--- config.mk ---
export PLATFORM = sky130hd
export DESIGN_NAME = cpu_fetch
export DESIGN_NICKNAME = d
export VERILOG_FILES = /design/src/rtl/cpu_pkg.sv /design/src/rtl/cpu_fetch.sv
export SDC_FILE = /design/constraint.sdc
export NUM_CORES = 1
export LEC_CHECK = 0
export ABC_AREA = 1
export BUFFER_PORTS_ARGS = -buffer_cell sky130_fd_sc_hd__buf_2
export CORE_MARGIN = 2
export CORE_UTILIZATION = 45
export DETAILED_ROUTE_END_ITERATION = 8
export PLACE_DENSITY = 0.75
export REMOVE_ABC_BUFFERS = 1
export SETUP_SLACK_MARGIN = 0.05
export SYNTH_ARGS = -nofsm -noshare
export SYNTH_HDL_FRONTEND = slang
export SYNTH_SLANG_ARGS = --single-unit
--- constraint.sdc ---
create_clock -name clk -period 2.8 [get_ports clk]
set_input_delay 0.28 -clock clk [delete_from_list [all_inputs] [get_ports clk]]
set_output_delay 0.28 -clock clk [all_outputs]
set_load 0.02 [all_outputs]
--- src/rtl/cpu_pkg.sv ---
// Shared definitions for the instruction fetch unit: default geometry and
// the fetch state encoding.
package cpu_pkg;

    localparam int unsigned DATA_WIDTH = 16;
    localparam int unsigned ADDR_WIDTH = 10;
    localparam int unsigned LONG_BIT   = DATA_WIDTH - 1;

    // FETCH: address on the bus, read accepted when memory is not busy.
    // WAIT : read data returning from memory this cycle.
    // HOLD : instruction presented to the decoder until accepted.
    typedef enum logic [1:0] {
        FETCH = 2'd0,
        WAIT  = 2'd1,
        HOLD  = 2'd2
    } fetch_state_t;

    // Number of words occupied by an instruction, from its long flag.
    function automatic logic [1:0] instr_len(input logic is_long);
        return is_long ? 2'd2 : 2'd1;
    endfunction

endpackage

--- src/rtl/cpu_fetch.sv ---
// Instruction fetch unit: reads one (or two) words from instruction memory,
// presents the instruction to the decoder with a valid/ready handshake and
// advances the program counter by the instruction length on acceptance.
// A jump request overrides everything and restarts fetching at its target.
module cpu_fetch #(
    parameter int unsigned DATA_WIDTH = cpu_pkg::DATA_WIDTH,
    parameter int unsigned ADDR_WIDTH = cpu_pkg::ADDR_WIDTH,
    parameter int unsigned LONG_BIT   = DATA_WIDTH - 1
) (
    input  logic                  clk,
    input  logic                  rst_n,
    input  logic                  mem_busy,
    output logic [ADDR_WIDTH-1:0] mem_addr,
    input  logic [DATA_WIDTH-1:0] mem_data_0,
    input  logic [DATA_WIDTH-1:0] mem_data_1,
    input  logic                  jump_valid,
    input  logic [ADDR_WIDTH-1:0] jump_addr,
    output logic                  instr_valid,
    input  logic                  instr_ready,
    output logic [DATA_WIDTH-1:0] instr_word_0,
    output logic [DATA_WIDTH-1:0] instr_word_1,
    output logic                  instr_long,
    output logic [ADDR_WIDTH-1:0] instr_pc
);

    import cpu_pkg::*;

    fetch_state_t          state;
    fetch_state_t          state_next;
    logic [ADDR_WIDTH-1:0] pc;
    logic [ADDR_WIDTH-1:0] pc_next;
    logic                  load_instr;
    logic                  accept;
    logic                  word0_long;

    assign mem_addr   = pc;
    assign word0_long = mem_data_0[LONG_BIT];

    // State register.
    always_ff @(posedge clk or negedge rst_n) begin
        if (!rst_n) begin
            state <= FETCH;
        end else begin
            state <= state_next;
        end
    end

    // Next-state, next-pc and datapath control; a jump overrides every state.
    always_comb begin
        state_next = state;
        pc_next    = pc;
        load_instr = 1'b0;
        accept     = 1'b0;
        if (jump_valid) begin
            state_next = FETCH;
            pc_next    = jump_addr;
        end else begin
            unique case (state)
                FETCH: begin
                    if (!mem_busy) begin
                        state_next = WAIT;
                    end
                end
                WAIT: begin
                    load_instr = 1'b1;
                    state_next = HOLD;
                end
                HOLD: begin
                    if (instr_valid && instr_ready) begin
                        accept     = 1'b1;
                        state_next = FETCH;
                        pc_next    = pc + ADDR_WIDTH'(instr_len(instr_long));
                    end
                end
                default: begin
                    state_next = FETCH;
                end
            endcase
        end
    end

    // Program counter; wraps modulo 2^ADDR_WIDTH.
    always_ff @(posedge clk or negedge rst_n) begin
        if (!rst_n) begin
            pc <= '0;
        end else begin
            pc <= pc_next;
        end
    end

    // Instruction output registers: captured from memory in WAIT, held until
    // accepted; a jump only drops valid, the stale words are never presented.
    always_ff @(posedge clk or negedge rst_n) begin
        if (!rst_n) begin
            instr_valid  <= 1'b0;
            instr_word_0 <= '0;
            instr_word_1 <= '0;
            instr_long   <= 1'b0;
            instr_pc     <= '0;
        end else if (jump_valid) begin
            instr_valid <= 1'b0;
        end else if (load_instr) begin
            instr_valid  <= 1'b1;
            instr_word_0 <= mem_data_0;
            instr_word_1 <= word0_long ? mem_data_1 : '0;
            instr_long   <= word0_long;
            instr_pc     <= pc;
        end else if (accept) begin
            instr_valid <= 1'b0;
        end
    end

endmodule

==> results.json, run 1 <==
{
  "status": "finished clean",
  "combPwrFrac": 0.340,
  "rrSetupSlack_ps": 820,
  "dp.cells": 448,
  "cts_buffers": 5,
  "nets": 433,
  "synth_area_leaders": "dfrtp_1, nand2_1, nand3_1",
  "start_kind": "register",
  "drv_slew": 0,
  "slowest_delay_ps": 420,
  "wl_per_cell_um": 12.5,
  "finalInstanceArea_um2": 3070,
  "power.internal_mw": 1.47,
  "drc": 0,
  "drt-total-wl_mm": 5.69,
  "setup_viol": 0,
  "crit_end": "mem_addr[8]",
  "synthDistinctLibCells": 25,
  "post-route-period-util": 0.707,
  "synth-seq-cells": 55,
  "switching_share": 0.375,
  "worst-path-max-fanout": 5,
  "yosysTopAreaCellShare": 0.556,
  "slew_headroom": 0.539,
  "post_cts_buffers": 0,
  "p_seq_frac": 0.458,
  "core_area_um2": 5410,
  "synthMuxAreaShare": 0,
  "synth_top_family_by_area": "simple AND/OR/NAND/NOR gates",
  "gp_congestion": 0.854,
  "syn_inst": 288,
  "clockBufferDepth": 2,
  "hold_class": "in -> async",
  "path_cells": "inv_1 > ha_1 > inv_1 > fa_1 > nor2_1 > nand3_1 > nand2_1 > nand3_1 > nand2_1 > o21ai_0",
  "worst_clock_skew_ps": 10.2,
  "ys_warn_count": 0,
  "seq_area_um2": 1380,
  "grt-ovfl-total": 0,
  "num_io_pins": 101,
  "synthSimpleGateAreaFrac": 0.293,
  "layout_common_cells": "nand2_1, buf_2, dfrtp_1, nand3_1, nor2_1",
  "rsz0062_at_grt": "no",
  "cp_data_required_time_ps": 2980,
  "initial_core_util": 0.458,
  "p_sw_mw": 0.880,
  "drt_iter0_drc": 79,
  "vdd_drop_max_v": 0.000336,
  "die_x_um": 78.2,
  "critPathCaptureType": "register",
  "clock-sinks": 55,
  "yosysTopAreaCell": "dfrtp_1",
  "final_common_cell": "nand2_1",
  "cts_tree": "yes",
  "cts-hold-fix-buffers": 0,
  "first_global_vias": 2055,
  "via_per_inst": 4.88,
  "dr.pass1.iters": 4,
  "clk_latency_ps": 300,
  "max_slew.worst_pin.slew_ps": 692,
  "setup_tns_ps": 0,
  "cellLeakagePower_nw": 1.74,
  "dpl_cell_area_um2": 2970,
  "crit_path_top_delay_cell": "dfrtp_1",
  "r2r_cells": 10,
  "path_buf_inv": 2,
  "die_h_um": 78.2,
  "areaGrowthSynthToFinish_pct": 24.2,
  "grt_usage": 0.192,
  "fin_crit_ps": 1980,
  "clock.fmax_mhz": 505,
  "diodes": 0,
  "rows": 27,
  "criticalPathCategory": "reg -> reg",
  "fill_cells": 508,
  "crit_path_start": "instr_long",
  "multi_input_area_um2": 930,
  "p_per_area_nw_per_um2": 763,
  "cts.htree.levels": 2,
  "ant_nets": 0,
  "vias": 2223,
  "grt_max_degree": 56,
  "ys_seq_area_frac": 0.556,
  "synthXorXnorAreaFrac": 0.00354,
  "synth_compound_area_frac": 0.0611,
  "synthAdderAreaFrac": 0.0182,
  "cts-resized-gates": 0,
  "antenna_found_initial": 0,
  "max-cap-violations": 0,
  "clkPwrFrac": 0.202,
  "avgSynthCellArea_um2": 8.60,
  "grt_first_pass_wirelength_mm": 9.59,
  "die-area_um2": 6110,
  "crit_arrival_ps": 2160,
  "syn_area_um2": 2480,
  "drive_above_1_share": 0.310,
  "critPathTopFamily": "simple AND/OR/NAND/NOR gates",
  "io_buffers": 100,
  "regToRegStartpoint": "instr_long",
  "design_power_total_mw": 2.35,
  "crit_cells": 10,
  "final_hold_viol_count": 0,
  "r2r_end": "mem_addr[8]",
  "clk_pin_slew_ps": 100,
  "clockRootBuffer": "clkbuf_8",
  "dpl.hpwl_mm": 4.01,
  "finalNonFillerCells": 456,
  "finish.utilization": 0.569
}
per-stage QoR:
stage | worst slack (ps) | hold WS (ps)
3_3_place_gp | 914 | 416
4_1_cts | 794 | 109
2_1_floorplan | 822 | -15.6
6_report | 819 | 110
3_5_place_dp | 824 | 432
5_1_grt | 626 | 118
worst min-delay path by stage:
stage | from | end | slack, ps
detailed placement | state[0] | state[0] | 430
global placement | state[0] | state[0] | 420
global route | mem_busy | state[0] | 120
floorplan | rst_n | instr_long | -20
finish | rst_n | instr_word_0[6] | 110
CTS | mem_busy | state[0] | 110
cells by family (layout without fill, tap and decap cells):
| family | count (synthesis) | in the layout |
|---|---|---|
| simple gates | 178 | 178 |
| flops | 55 | 55 |
| buf+inv | 29 | 125 |
| compound gates | 22 | 22 |
| fa+ha+maj | 3 | 3 |
| xor+xnor | 1 | 1 |
Yosys cell counts, drive strengths merged:
cell type    n
clkbuf       2
inv         14
xnor2        1
clkinv       1
o21ai       13
a41oi        1
nor2        20
ha           2
o22ai        3
nand3       25
o211ai       1
a31oi        2
dfrtp       55
fa           1
nand2      127
nor4         1
o21bai       1
a21oi        1
buf         12
nand4        4
nor3         1
per-layer routing:
metal  share of wire  GRT usage  vias to the layer above
met3           0.081     0.0448                        2
met5               0          0                        -
met2            0.46      0.319                       90
li1                -          -                     1103
met1            0.45      0.262                     1028
met4          0.0021     0.0316                        0
power groups by stage:
stage                     registers (mW)  logic [mW]  clock network, mW
after floorplan                     1.32       0.266                  0
after global placement              1.08       0.796                  0
after detailed placement            1.09       0.806                  0
after CTS                           1.07       0.809              0.492
after global routing                1.10       0.887              0.529
final                               1.07       0.797              0.475
area by class of cell:
cell class                      count  area share
Clock buffer                        7      0.0313
Clock inverter                      1     0.00244
Inverter                           15      0.0191
Multi-Input combinational cell    204       0.302
Sequential cell                    55       0.448
Tap cell                           72      0.0293
Timing Repair Buffer              102       0.168
flip-flops by register name, summed over array words and instances (netlist names):
signal	flops
instr_long	1
instr_pc	10
instr_valid	1
instr_word_0	15
instr_word_1	16
mem_addr	10
state	2
(Power assumes the default switching activity.)
==> run 2: changes to the inputs <==
==> constraint.sdc (replaced) <==
create_clock -name clk -period 1.9 [get_ports clk]
set_input_delay 0.19 -clock clk [delete_from_list [all_inputs] [get_ports clk]]
set_output_delay 0.19 -clock clk [all_outputs]
set_load 0.02 [all_outputs]
==> run 2 against run 1 <==
Clock skew fell by 4.4 ps. Maximum frequency rose by 16%. Register-to-register slack got worse by 620 ps. Final cell count rose by 1.3%. Design area rose by 1.8%. Sequential share of layout area fell by 0.77 points. Non-clock buffer count rose by 6. Count of clock-buffer cells in the layout fell by 1.
==> results.json, run 2 (synthesis gave the netlist of run 1 again) <==
{
  "cts.htree.levels": 2,
  "drt_iter0_drc": 92,
  "largest_register_ffs": 16,
  "num_io_pins": 101,
  "final_hold_viol_count": 0,
  "crit_path_top_delay_cell": "dfrtp_1",
  "fin_crit_ps": 1700,
  "clk_pin_slew_ps": 100,
  "path_cells": "inv_2 > ha_2 > inv_1 > fa_2 > nor2_4 > nand3_1 > nand2_1 > nand3_1 > nand2_1 > o21ai_0",
  "finish.utilization": 0.579,
  "clk_latency_ps": 300,
  "clockBufferDepth": 2,
  "dr.pass1.iters": 4,
  "via_per_inst": 4.94,
  "vdd_drop_max_v": 0.000613,
  "slowest_delay_ps": 410,
  "design_power_total_mw": 3.45,
  "hold_class": "in -> reg",
  "die-area_um2": 6110,
  "vias": 2283,
  "io_buffers": 100,
  "dpl_cell_area_um2": 3010,
  "largest-register": "instr_word_1",
  "status": "finished clean",
  "drc": 0,
  "clockRootBuffer": "clkbuf_8",
  "critPathCaptureType": "register",
  "dpl.hpwl_mm": 4.19,
  "initial_core_util": 0.458,
  "p_per_area_nw_per_um2": 1100,
  "max_slew.worst_pin.slew_ps": 545,
  "die_h_um": 78.2,
  "rows": 27,
  "multi_input_area_um2": 942,
  "grt_first_pass_wirelength_mm": 10.2,
  "setup_viol": 0,
  "grt_max_degree": 51,
  "diodes": 0,
  "drive_above_1_share": 0.326,
  "rsz0062_at_grt": "no",
  "layout_common_cells": "nand2_1, buf_2, dfrtp_1, nand3_1, nor2_1",
  "first_global_vias": 2145,
  "worst_clock_skew_ps": 5.78,
  "final_common_cell": "nand2_1",
  "nets": 439,
  "crit_arrival_ps": 1890,
  "antenna_found_initial": 0,
  "max-cap-violations": 0,
  "post-route-period-util": 0.897,
  "fill_cells": 500,
  "drv_slew": 0,
  "cts_buffers": 5,
  "grt-ovfl-total": 0,
  "cp_data_required_time_ps": 2080,
  "worst-path-max-fanout": 5,
  "core_area_um2": 5410,
  "criticalPathCategory": "reg -> reg",
  "slew_headroom": 0.636,
  "die_x_um": 78.2,
  "start_kind": "register",
  "cts_tree": "yes",
  "wl_per_cell_um": 12.6,
  "gp_congestion": 0.852,
  "seq_area_um2": 1380,
  "drt-total-wl_mm": 5.82,
  "finalInstanceArea_um2": 3130,
  "ant_nets": 0,
  "clock-sinks": 55,
  "areaGrowthSynthToFinish_pct": 26.3,
  "clock.fmax_mhz": 587,
  "grt_usage": 0.205,
  "cellLeakagePower_nw": 1.76,
  "biggestRegsByFlops": "instr_word_1: 16 flops, instr_word_0: 15 flops"
}
==> run 2: metal layers <==
layer,global-route usage,vias up,share of wire
li1,-,1113,-
met1,0.280,1063,0.45
met2,0.334,99,0.46
met3,0.0494,8,0.084
met4,0.0474,0,0.011
met5,0,-,0
==> run 2: path summary, 6_finish.rpt <==
path,from,endpoint,slack (ps),depth (start not counted)
worst min-delay path,mem_busy,state[0],30,2
worst max-delay path,instr_long,mem_addr[8],200,10
max in group asynchronous,rst_n,mem_addr[4],940,3
worst min register to register,state[0],state[0],430,1
min in group asynchronous,rst_n,instr_word_1[14],400,2
worst max register to register,instr_long,mem_addr[8],200,10
==> run 2: layout make-up <==
cell class,count,share of cell area
flip-flops and latches,55,0.440
well taps,72,0.0288
clock buffers,6,0.0232
inverters,15,0.0188
multi-input cells,204,0.301
repair buffers,108,0.184
clock inverters,2,0.00400
==> run 2: what timing repair did <==
action	CTS	global route
setup endpoints to repair	1	3
buffers inserted	0	1
gates resized for setup	1	4
pin swaps	0	2
hold endpoints to repair	22	0
hold buffers	1	0
gates cloned	0	0
==> run 2: where the power goes <==
part	switching (mW)	internal, mW
clock network	0.372	0.259
registers	0.155	1.43
logic	0.798	0.436
==> run 2: worst max-delay path: cells and delay by family, from the launching register on <==
family	cells	cell delay (ps)
adder cells (fa/ha/maj)	2	560
AND/OR/NAND/NOR	5	420
flip-flops	1	410
buffers and inverters	2	120
AO/OA/AOI/OAI	1	80
==> run 2: stage by stage <==
step | setup slack, ps | setup TNS, ps | hold slack, ps | std cells
floorplan | -78.0 | -161 | -106 | 274
global placement | 119 | 0 | 203 | 452
detailed placement | 72.6 | 0 | 201 | 452
CTS | 103 | 0 | 20.9 | 461
global route | 37.4 | 0 | 34.6 | 462
finish | 196 | 0 | 28.0 | 462
==> run 3: changes to the inputs <==
==> constraint.sdc (replaced) <==
create_clock -name clk -period 1.9 [get_ports clk]
set_input_delay 0.19 -clock clk [delete_from_list [all_inputs] [get_ports clk]]
set_output_delay 0.19 -clock clk [all_outputs]
set_load 0.1 [all_outputs]
==> run 3 against run 2 <==
Total power is 53% higher. Critical endpoint unchanged. Final cell count stayed put. Critical path type unchanged. Largest cell class unchanged. Setup slack better by 12 ps.
==> results.json, run 3 (synthesis gave the netlist of run 1 again) <==
{
  "finalNonFillerCells": 462,
  "fill_cells": 494,
  "rsz0062_at_grt": "no",
  "num_io_pins": 101,
  "clock-sinks": 55,
  "design_power_total_mw": 5.27,
  "max-cap-violations": 0,
  "clockRootBuffer": "clkbuf_8",
  "criticalPathCategory": "reg -> reg",
  "worst-path-max-fanout": 5,
  "areaGrowthSynthToFinish_pct": 27.5,
  "layout_common_cells": "nand2_1, buf_2, dfrtp_1, nand3_1, nor2_1",
  "final_hold_viol_count": 0,
  "initial_core_util": 0.458,
  "io_buffers": 100,
  "largest-register": "instr_word_1",
  "cellLeakagePower_nw": 1.79,
  "grt_usage": 0.207,
  "start_kind": "register",
  "nets": 439,
  "via_per_inst": 4.94,
  "vdd_drop_max_v": 0.000946,
  "crit_arrival_ps": 1880,
  "largest_register_ffs": 16,
  "drc": 0,
  "critPathCaptureType": "register",
  "worst_clock_skew_ps": 4.70,
  "rows": 27,
  "wl_per_cell_um": 12.9,
  "drive_above_1_share": 0.323,
  "clock.fmax_mhz": 591,
  "first_global_vias": 2252,
  "clk_pin_slew_ps": 100,
  "post-route-period-util": 0.891,
  "final_common_cell": "nand2_1",
  "multi_input_area_um2": 940,
  "fin_crit_ps": 1690,
  "p_per_area_nw_per_um2": 1670,
  "die_x_um": 78.2,
  "grt_first_pass_wirelength_mm": 10.1,
  "grt_max_degree": 51,
  "vias": 2284,
  "diodes": 0,
  "cts_tree": "yes",
  "status": "finished clean",
  "dr.pass1.iters": 4,
  "drt_iter0_drc": 196,
  "biggestRegsByFlops": "instr_word_1: 16 flops, instr_word_0: 15 flops",
  "hold_class": "in -> reg",
  "max_slew.worst_pin.slew_ps": 558,
  "drv_slew": 0,
  "cts_buffers": 5,
  "die-area_um2": 6110,
  "cp_data_required_time_ps": 2090,
  "core_area_um2": 5410,
  "clockBufferDepth": 2,
  "seq_area_um2": 1380,
  "gp_congestion": 0.862,
  "antenna_found_initial": 0,
  "grt-ovfl-total": 0,
  "ant_nets": 0,
  "setup_viol": 0,
  "slew_headroom": 0.628,
  "cts.htree.levels": 2,
  "dp.cells": 453,
  "drt-total-wl_mm": 5.96,
  "clk_latency_ps": 300,
  "dpl.hpwl_mm": 4.30,
  "die_h_um": 78.2
}
run 3: cell types whose count changed in the layout (fill, tap and decap cells not counted):
| cell | delta |
|---|---|
| bufinv_16 | +1 |
| clkbuf_1 | -1 |
| clkbuf_8 | +1 |
| clkinvlp_4 | -1 |
| ha_1 | +1 |
| ha_2 | -1 |
| inv_1 | +1 |
| inv_2 | -1 |
run 3: timing repair:
item | 4_1_cts | 5_1_grt
endpoints found under the hold margin | 23 | 0
pin swaps | 0 | 1
endpoints found under the setup margin | 3 | 3
setup buffers | 0 | 0
gates resized for setup | 1 | 2
hold buffers | 1 | 0
run 3: path summary, 6_finish.rpt:
| kind | to | slack (ps) | start | cells after the start |
|---|---|---|---|---|
| worst max-delay path | mem_addr[8] | 210 | instr_long | 10 |
| worst min-delay path | state[0] | 30 | mem_busy | 2 |
| worst max register to register | mem_addr[8] | 210 | instr_long | 10 |
| worst min register to register | state[0] | 450 | state[0] | 1 |
| max in group asynchronous | instr_pc[6] | 930 | rst_n | 3 |
| min in group asynchronous | instr_word_0[7] | 410 | rst_n | 2 |
run 3: area by class of cell:
cell class / count / share of cell area
clock buffers: 6 / 0.0261
well taps: 72 / 0.0285
multi-input cells: 204 / 0.298
inverters: 15 / 0.0186
repair buffers: 108 / 0.182
flip-flops and latches: 55 / 0.436
clock inverters: 2 / 0.0111
run 3: metal layers:
metal / up-vias / GRT usage / wire (um)
met5: - / 0 / 0
met4: 0 / 0.0561 / 31
met3: 6 / 0.0552 / 501
met2: 108 / 0.338 / 2720
met1: 1057 / 0.276 / 2710
li1: 1113 / - / -
run 3: where the power goes:
group / switching [mW] / internal [mW]
clock network: 0.373 / 0.427
logic: 2.46 / 0.429
registers: 0.149 / 1.43
total: 2.99 / 2.29
run 3: stage by stage:
step	worst slack (ps)	TNS (ps)	instance area, um2	utilization	hold slack (ps)
finish	207	0	3160	0.584	29.0
global route	56.0	0	3160	0.584	24.5
CTS	91.3	0	3150	0.583	18.9
detailed placement	21.3	0	3020	0.559	208
global placement	120	0	3020	0.559	203
floorplan	-1090	-8640	2360	-	-106
run 3: critical path, cell delays in order (launching register included):
cell	delay [ps]
dfrtp_1	390
inv_1	80
ha_1	160
inv_1	60
fa_2	370
nor2_4	180
nand3_1	90
nand2_1	70
nand3_1	60
nand2_1	50
o21ai_0	70
